<file path="src/rtl/flash_pkg.sv">
// Shared constants and types for the SPI-flash responder.
package flash_pkg;

  // Supported M25P16 opcodes.
  localparam logic [7:0] CMD_WREN = 8'h06;
  localparam logic [7:0] CMD_WRDI = 8'h04;
  localparam logic [7:0] CMD_RDSR = 8'h05;
  localparam logic [7:0] CMD_RDID = 8'h9F;
  localparam logic [7:0] CMD_BE   = 8'hC7;

  // Status register bit positions.
  localparam int unsigned STAT_WIP = 0;
  localparam int unsigned STAT_WEL = 1;

  // One-hot frame state.
  typedef enum logic [3:0] {
    StIdle   = 4'b0001,
    StCmd    = 4'b0010,
    StResp   = 4'b0100,
    StIgnore = 4'b1000
  } state_e;

  function automatic logic [7:0] status_byte(input logic wel, input logic wip);
    logic [7:0] s;
    s = 8'h00;
    s[STAT_WEL] = wel;
    s[STAT_WIP] = wip;
    return s;
  endfunction

endpackage

</file>
<file path="src/rtl/flash_spi_resp_if.sv">
// Four-wire SPI bus between a flash master and the responder.
interface flash_spi_resp_if;
  logic cs_n;
  logic sck;
  logic mosi;
  logic miso;

  modport master (output cs_n, output sck, output mosi, input miso);
  modport slave  (input cs_n, input sck, input mosi, output miso);
endinterface

</file>
<file path="src/rtl/spi_in_sync.sv">
// Synchronizes the SPI inputs into sys_clk and detects sck/cs edges.
module spi_in_sync (
  input  logic sys_clk,
  input  logic sys_rst_n,
  input  logic cs_n,
  input  logic sck,
  input  logic mosi,
  output logic cs_fall,
  output logic cs_rise,
  output logic sck_rise,
  output logic mosi_s
);

  logic [2:0] cs_q;
  logic [2:0] sck_q;
  logic [1:0] mosi_q;

  // Two-stage synchronizers plus a third stage on cs/sck for edge detection.
  always_ff @(posedge sys_clk or negedge sys_rst_n) begin
    if (!sys_rst_n) begin
      cs_q   <= 3'b111;
      sck_q  <= 3'b000;
      mosi_q <= 2'b00;
    end else begin
      cs_q   <= {cs_q[1:0], cs_n};
      sck_q  <= {sck_q[1:0], sck};
      mosi_q <= {mosi_q[0], mosi};
    end
  end

  assign cs_fall  = ~cs_q[1] & cs_q[2];
  assign cs_rise  = cs_q[1] & ~cs_q[2];
  assign sck_rise = sck_q[1] & ~sck_q[2];
  assign mosi_s   = mosi_q[1];

endmodule

</file>
<file path="src/rtl/flash_spi_resp.sv">
// SPI-flash responder modelling WREN/WRDI/RDSR/RDID/BE with WEL/WIP tracking.
module flash_spi_resp
  import flash_pkg::*;
#(
  parameter int unsigned BE_BUSY_CYC = 1000,
  parameter logic [7:0]  ID_MFR      = 8'h20,
  parameter logic [7:0]  ID_TYPE     = 8'h20,
  parameter logic [7:0]  ID_CAP      = 8'h15
) (
  input  logic             sys_clk,
  input  logic             sys_rst_n,
  flash_spi_resp_if.slave  spi,
  output logic             wel,
  output logic             wip,
  output logic             cmd_vld,
  output logic [7:0]       cmd_code,
  output logic             erase_done
);

  localparam int unsigned BusyW = (BE_BUSY_CYC > 2) ? $clog2(BE_BUSY_CYC) : 1;
  localparam logic [BusyW-1:0] BusyLast = BusyW'(BE_BUSY_CYC - 1);

  logic cs_fall, cs_rise, sck_rise, mosi_s;

  spi_in_sync u_sync (
    .sys_clk   (sys_clk),
    .sys_rst_n (sys_rst_n),
    .cs_n      (spi.cs_n),
    .sck       (spi.sck),
    .mosi      (spi.mosi),
    .cs_fall   (cs_fall),
    .cs_rise   (cs_rise),
    .sck_rise  (sck_rise),
    .mosi_s    (mosi_s)
  );

  state_e           state_q, state_d;
  logic [2:0]       bit_cnt_q, bit_cnt_d;
  logic [1:0]       byte_cnt_q, byte_cnt_d;
  logic [6:0]       shift_q, shift_d;
  logic [7:0]       tx_q, tx_d;
  logic             miso_q, miso_d;
  logic             cmd_vld_q, cmd_vld_d;
  logic [7:0]       cmd_code_q, cmd_code_d;
  logic             wel_q, wel_d;
  logic             wip_q, wip_d;
  logic [BusyW-1:0] busy_cnt_q, busy_cnt_d;
  logic             erase_done_q, erase_done_d;

  logic [7:0] rx_byte;
  logic       bit_last;
  logic       frame_exact;

  // Byte sent at response position idx; RDID pads with zeros after the ID.
  function automatic logic [7:0] resp_byte(input logic [7:0] code, input logic [1:0] idx,
                                           input logic wel_v, input logic wip_v);
    logic [7:0] b;
    b = 8'h00;
    if (code == CMD_RDSR) begin
      b = status_byte(wel_v, wip_v);
    end else if (code == CMD_RDID) begin
      unique case (idx)
        2'd0:    b = ID_MFR;
        2'd1:    b = ID_TYPE;
        2'd2:    b = ID_CAP;
        default: b = 8'h00;
      endcase
    end
    return b;
  endfunction

  // State and datapath registers.
  always_ff @(posedge sys_clk or negedge sys_rst_n) begin
    if (!sys_rst_n) begin
      state_q      <= StIdle;
      bit_cnt_q    <= 3'd0;
      byte_cnt_q   <= 2'd0;
      shift_q      <= 7'd0;
      tx_q         <= 8'd0;
      miso_q       <= 1'b0;
      cmd_vld_q    <= 1'b0;
      cmd_code_q   <= 8'h00;
      wel_q        <= 1'b0;
      wip_q        <= 1'b0;
      busy_cnt_q   <= '0;
      erase_done_q <= 1'b0;
    end else begin
      state_q      <= state_d;
      bit_cnt_q    <= bit_cnt_d;
      byte_cnt_q   <= byte_cnt_d;
      shift_q      <= shift_d;
      tx_q         <= tx_d;
      miso_q       <= miso_d;
      cmd_vld_q    <= cmd_vld_d;
      cmd_code_q   <= cmd_code_d;
      wel_q        <= wel_d;
      wip_q        <= wip_d;
      busy_cnt_q   <= busy_cnt_d;
      erase_done_q <= erase_done_d;
    end
  end

  assign rx_byte     = {shift_q, mosi_s};
  assign bit_last    = (bit_cnt_q == 3'd7);
  assign frame_exact = (byte_cnt_q == 2'd1) && (bit_cnt_q == 3'd0);

  // Frame FSM, response shifter, command execution and erase timer.
  always_comb begin
    state_d      = state_q;
    bit_cnt_d    = bit_cnt_q;
    byte_cnt_d   = byte_cnt_q;
    shift_d      = shift_q;
    tx_d         = tx_q;
    miso_d       = miso_q;
    cmd_vld_d    = 1'b0;
    cmd_code_d   = cmd_code_q;
    wel_d        = wel_q;
    wip_d        = wip_q;
    busy_cnt_d   = busy_cnt_q;
    erase_done_d = 1'b0;

    // Bits are counted in every active state so over-long frames are recognised.
    if (sck_rise && (state_q != StIdle)) begin
      bit_cnt_d = bit_cnt_q + 3'd1;
      if (bit_last && (byte_cnt_q != 2'd3)) begin
        byte_cnt_d = byte_cnt_q + 2'd1;
      end
    end

    unique case (state_q)
      StIdle: begin
        if (cs_fall) begin
          state_d    = StCmd;
          bit_cnt_d  = 3'd0;
          byte_cnt_d = 2'd0;
          shift_d    = 7'd0;
          tx_d       = 8'd0;
          miso_d     = 1'b0;
        end
      end
      StCmd: begin
        if (sck_rise) begin
          shift_d = rx_byte[6:0];
          if (bit_last) begin
            cmd_vld_d  = 1'b1;
            cmd_code_d = rx_byte;
            if ((rx_byte == CMD_RDSR) || ((rx_byte == CMD_RDID) && !wip_q)) begin
              state_d        = StResp;
              {miso_d, tx_d} = {resp_byte(rx_byte, 2'd0, wel_q, wip_q), 1'b0};
            end else begin
              state_d = StIgnore;
            end
          end
        end
      end
      StResp: begin
        if (sck_rise) begin
          // byte_cnt_q at a boundary equals the index of the byte about to start.
          if (bit_last) begin
            {miso_d, tx_d} = {resp_byte(cmd_code_q, byte_cnt_q, wel_q, wip_q), 1'b0};
          end else begin
            {miso_d, tx_d} = {tx_q, 1'b0};
          end
        end
      end
      StIgnore: begin
        miso_d = 1'b0;
      end
      default: begin
        state_d = StIdle;
        miso_d  = 1'b0;
      end
    endcase

    if (wip_q) begin
      busy_cnt_d = busy_cnt_q + 1'b1;
      if (busy_cnt_q == BusyLast) begin
        wip_d        = 1'b0;
        wel_d        = 1'b0;
        erase_done_d = 1'b1;
        busy_cnt_d   = '0;
      end
    end

    // A write-class command only takes effect if the frame was exactly one byte.
    if (cs_rise) begin
      state_d = StIdle;
      miso_d  = 1'b0;
      if ((state_q != StIdle) && frame_exact && !wip_q) begin
        if (cmd_code_q == CMD_WREN) begin
          wel_d = 1'b1;
        end else if (cmd_code_q == CMD_WRDI) begin
          wel_d = 1'b0;
        end else if ((cmd_code_q == CMD_BE) && wel_q) begin
          wip_d      = 1'b1;
          busy_cnt_d = '0;
        end
      end
    end
  end

  assign spi.miso   = miso_q & (state_q == StResp);
  assign wel        = wel_q;
  assign wip        = wip_q;
  assign cmd_vld    = cmd_vld_q;
  assign cmd_code   = cmd_code_q;
  assign erase_done = erase_done_q;

endmodule

</file>
<file path="src/flat_wrapper.sv">
// flat-port wrapper written by rule: the top's interface ports become plain ports
module flash_spi_resp_flat import flash_pkg::*;
#(
  parameter int unsigned BE_BUSY_CYC = 1000,
  parameter logic [7:0]  ID_MFR      = 8'h20,
  parameter logic [7:0]  ID_TYPE     = 8'h20,
  parameter logic [7:0]  ID_CAP      = 8'h15
)
  (sys_clk, sys_rst_n, wel, wip, cmd_vld, cmd_code, erase_done, spi_cs_n, spi_sck, spi_mosi, spi_miso);
  flash_spi_resp_if spi_i ();
  input  logic sys_clk;
  input  logic sys_rst_n;
  output logic wel;
  output logic wip;
  output logic cmd_vld;
  output logic [7:0] cmd_code;
  output logic erase_done;
  input wire logic [$bits(spi_i.cs_n)-1:0] spi_cs_n;
  input wire logic [$bits(spi_i.sck)-1:0] spi_sck;
  input wire logic [$bits(spi_i.mosi)-1:0] spi_mosi;
  output wire logic [$bits(spi_i.miso)-1:0] spi_miso;
  assign spi_i.cs_n = spi_cs_n;
  assign spi_i.sck = spi_sck;
  assign spi_i.mosi = spi_mosi;
  assign spi_miso = spi_i.miso;
  flash_spi_resp #(.BE_BUSY_CYC(BE_BUSY_CYC), .ID_MFR(ID_MFR), .ID_TYPE(ID_TYPE), .ID_CAP(ID_CAP)) u_core (.sys_clk(sys_clk), .sys_rst_n(sys_rst_n), .spi(spi_i), .wel(wel), .wip(wip), .cmd_vld(cmd_vld), .cmd_code(cmd_code), .erase_done(erase_done));
endmodule
</file>
<file path="config.mk">
export PLATFORM = sky130hd
export DESIGN_NAME = flash_spi_resp_flat
export DESIGN_NICKNAME = d
export VERILOG_FILES = /design/src/rtl/flash_pkg.sv /design/src/rtl/flash_spi_resp_if.sv /design/src/rtl/spi_in_sync.sv /design/src/rtl/flash_spi_resp.sv /design/src/flat_wrapper.sv
export SDC_FILE = /design/constraint.sdc
export NUM_CORES = 1
export LEC_CHECK = 0
export ABC_AREA = 1
export CAP_MARGIN = 20
export CORE_ASPECT_RATIO = 1.1
export CORE_MARGIN = 3
export CORE_UTILIZATION = 56
export CTS_CLUSTER_DIAMETER = 60
export CTS_CLUSTER_SIZE = 14
export DETAILED_ROUTE_END_ITERATION = 16
export GPL_ROUTABILITY_DRIVEN = 0
export MAX_ROUTING_LAYER = met4
export PLACE_DENSITY = 0.75
export SLEW_MARGIN = 20
export SYNTH_ARGS = -nofsm -noshare
export SYNTH_HDL_FRONTEND = slang
export SYNTH_HIERARCHICAL = 1
export SYNTH_SLANG_ARGS = --single-unit
export TNS_END_PERCENT = 30
</file>
<file path="constraint.sdc">
create_clock -name sys_clk -period 2.3 [get_ports sys_clk]
set_clock_uncertainty 0.15 [all_clocks]
set_input_delay 0.46 -clock sys_clk [delete_from_list [all_inputs] [get_ports sys_clk]]
set_output_delay 0.46 -clock sys_clk [all_outputs]
set_load 0.02 [all_outputs]
</file>
==> results.json <==
{
  "status": "finished clean",
  "finalPower_mw": 2.33,
  "setup-tns-final_ns": 0,
  "grt_overflow_total": 0,
  "layout.nets": 391,
  "setup_viol": 0,
  "grt_max_degree": 27,
  "clkPwrFrac_pct": 26.2,
  "drive_gt1_share_pct": 9.50,
  "sequentialPowerShare_pct": 47.2,
  "cap_violations": 0,
  "critPathLaunchType": "flip-flop",
  "critical_path.max_fanout": 9,
  "timing.rr.start": "u_core/bit_cnt_q[0]",
  "synth_top_family_by_area": "simple AND/OR/NAND/NOR gates",
  "final_util_pct": 66.4,
  "ys_top_cells_by_area": "dfrtp_1, nand2_1, nor2_1",
  "grt.met1_usage_pct": 29.9,
  "clock_latency_ns": 0.30,
  "worstSetupEndpointType": "output pin",
  "antenna_found_initial": 0,
  "fin_hold_ws_ns": 0.0113,
  "critical-path-top-delay-family": "buffers and inverters",
  "yosys_warnings": 6,
  "clockBufferDepth": 2,
  "switching_share_pct": 33.3,
  "syn_inst": 353,
  "synth_top_area_cell": "dfrtp_1",
  "reg2regPathDepth": 9,
  "synth_flop_cell": "dfrtp_1",
  "path_class": "reg -> out",
  "synth_top_area_share_pct": 44.5,
  "die_h_um": 80.3,
  "grt_usage_pct": 21.5,
  "yosys.area_share.simple_pct": 31.3,
  "grtUsageMet3_pct": 4.01,
  "htreeDepth": 2,
  "busiest_layer": "met2",
  "die_width_um": 73.6,
  "fin_crit_sh_pct": 91.4,
  "cts.clk_slew.worst_paths_ns": 0.09,
  "drtPass1Iterations": 4,
  "p_switching_mw": 0.774,
  "slew_headroom_pct": 59.1,
  "avgViaCountPerCell": 5.11,
  "synthXorXnorAreaFrac_pct": 1.87,
  "ant_nets": 0,
  "ys_ff_latch": 54,
  "start_util_pct": 59.2,
  "post_drt_wl_per_cell_um": 12.7,
  "vias": 2223,
  "drc": 0,
  "yosysUniqueCellTypes": 28,
  "mostFrequentLayoutCells": "nand2_1, dfrtp_1, nor2_1",
  "rsz0062_at_grt": "no",
  "post-cts-setup-buffers": 0,
  "synthAdderAreaFrac_pct": 3.56,
  "cp_slowest_cell": "clkdlybuf4s50_1",
  "ir_drop_mv": 0.393,
  "area_delta_synth_final_pct": 12.2,
  "internal_power_mw": 1.55,
  "worstPathBufferInverterCount": 1,
  "synth_edf_count": 0,
  "synth.area.mux_share_pct": 0.401,
  "grt_pass1_wl_mm": 9.72,
  "syn_nets": 366,
  "wirelength_mm": 5.51,
  "power_density_nw_per_um2": 737,
  "cts_inserted_buffers": 5,
  "die-area_um2": 5910,
  "hold_viol_final": 0,
  "crit_chain": "clkdlybuf4s50_1",
  "p_comb_share_pct": 26.6,
  "maxSlewViolCount": 0,
  "syn_avg_cell_area_um2": 7.96,
  "regToRegSetupSlack_ns": 0.46,
  "cpPeakStageDelay_ns": 0.67,
  "syn_area_um2": 2810,
  "layout_commonest_cell": "nand2_1",
  "rows": 26,
  "diodes": 0,
  "clock_sinks": 54,
  "cp_data_arrival_time_ns": 1.49,
  "core_um2": 4750,
  "p_leak_nw": 1.54,
  "synth-compound-area-share_pct": 6.99,
  "drt_iter0_markers": 132,
  "first_global_vias": 2154,
  "critical_path_required_ns": 1.69,
  "grt_util_met2_pct": 32.9,
  "period_needed_ns": 2.10,
  "io_pins": 18,
  "ys_async_sr_fraction_pct": 100,
  "hpwl_mm": 4.16,
  "tritoncts": "done",
  "rr_endpoint": "u_core/tx_q[2]",
  "hold_path.class": "in -> async",
  "synth.yosys.seq_area_share_pct": 48.2,
  "cts_root_buffer": "clkbuf_8",
  "port_buffers": 17,
  "fmax_mhz": 476,
  "max_slew.worst_pin.slew_ns": 0.613
}
[Yosys cell counts, types with 4 or more instances]
| library cell | number |
|---|---|
| a21oi_1 | 8 |
| dfrtp_1 | 50 |
| xor2_1 | 5 |
| nand2_1 | 92 |
| nor2_1 | 47 |
| nand3_1 | 35 |
| ha_1 | 8 |
| dfstp_2 | 4 |
| nor3_1 | 6 |
| inv_1 | 45 |
| o21ai_0 | 23 |
| nor2_4 | 4 |
[repair_timing]
| item | 4_1_cts | 5_1_grt |
|---|---|---|
| gates resized for setup | 1 | 0 |
| setup endpoints to repair | 1 | 0 |
| hold buffers | 0 | 0 |
[through the flow]
step	area (um2)	worst slack, ns	cells
finish	3150	0.198	435
global route	3150	0.124	435
CTS	3150	0.187	435
detailed placement	3050	0.254	427
global placement	3050	0.281	427
floorplan	2810	0.591	353
[metal layers]
metal	vias to the layer above	part of all wire [%]
li1	1158	-
met1	1026	48
met2	33	48
met3	6	3.7
met4	0	0.82
met5	-	0
[area by class of cell]
type                       instances  area, um2
multi-input combinational        247       1240
fill                             407       1600
clock inverter                     1       30.0
inverter                          48        180
clock buffer                       7       76.3
tap                               56       70.1
timing repair buffer              22        201
sequential                        54       1360
[state kept, by name (all words and copies together), names as in the netlist, 3 cells and up]
name / cells
u_core/bit_cnt_q: 3
u_core/busy_cnt_q: 10
u_core/cmd_code: 8
u_core/shift_q: 7
u_core/state_q: 4
u_core/tx_q: 7
u_core/u_sync/cs_q: 3
u_core/u_sync/sck_q: 3
[worst max-delay path by stage]
stage / to / start / depth (start not counted) / slack (ns)
after detailed placement: spi_miso / u_core/state_q[1] / 4 / 0.25
after floorplan: u_core/busy_cnt_q[7] / u_core/u_sync/cs_q[1] / 9 / 0.59
after CTS: wip / u_core/wip / 1 / 0.19
final: wip / u_core/wip / 1 / 0.20
after global placement: spi_miso / u_core/state_q[1] / 4 / 0.28
after global routing: spi_miso / u_core/state_q[1] / 4 / 0.12
[logic make-up (layout without fill, tap and decap cells)]
| family | count (synthesis) | in the layout |
|---|---|---|
| AOI/OAI and AO/OA | 35 | 35 |
| DFF | 54 | 54 |
| xor gates and xnor gates | 6 | 6 |
| and+or+nand+nor | 197 | 197 |
| adders and majority gates | 8 | 8 |
| buffers and inverters | 52 | 78 |
| muxes | 1 | 1 |
[power groups by stage]
stage	clock, mW	combinational [mW]	sequential, mW
after detailed placement	0	0.616	1.12
after floorplan	0	0.491	1.11
final	0.610	0.618	1.10
after global routing	0.670	0.704	1.11
after CTS	0.633	0.622	1.10
after global placement	0	0.602	1.11
Note: power is estimated with default switching activity, not from simulation.
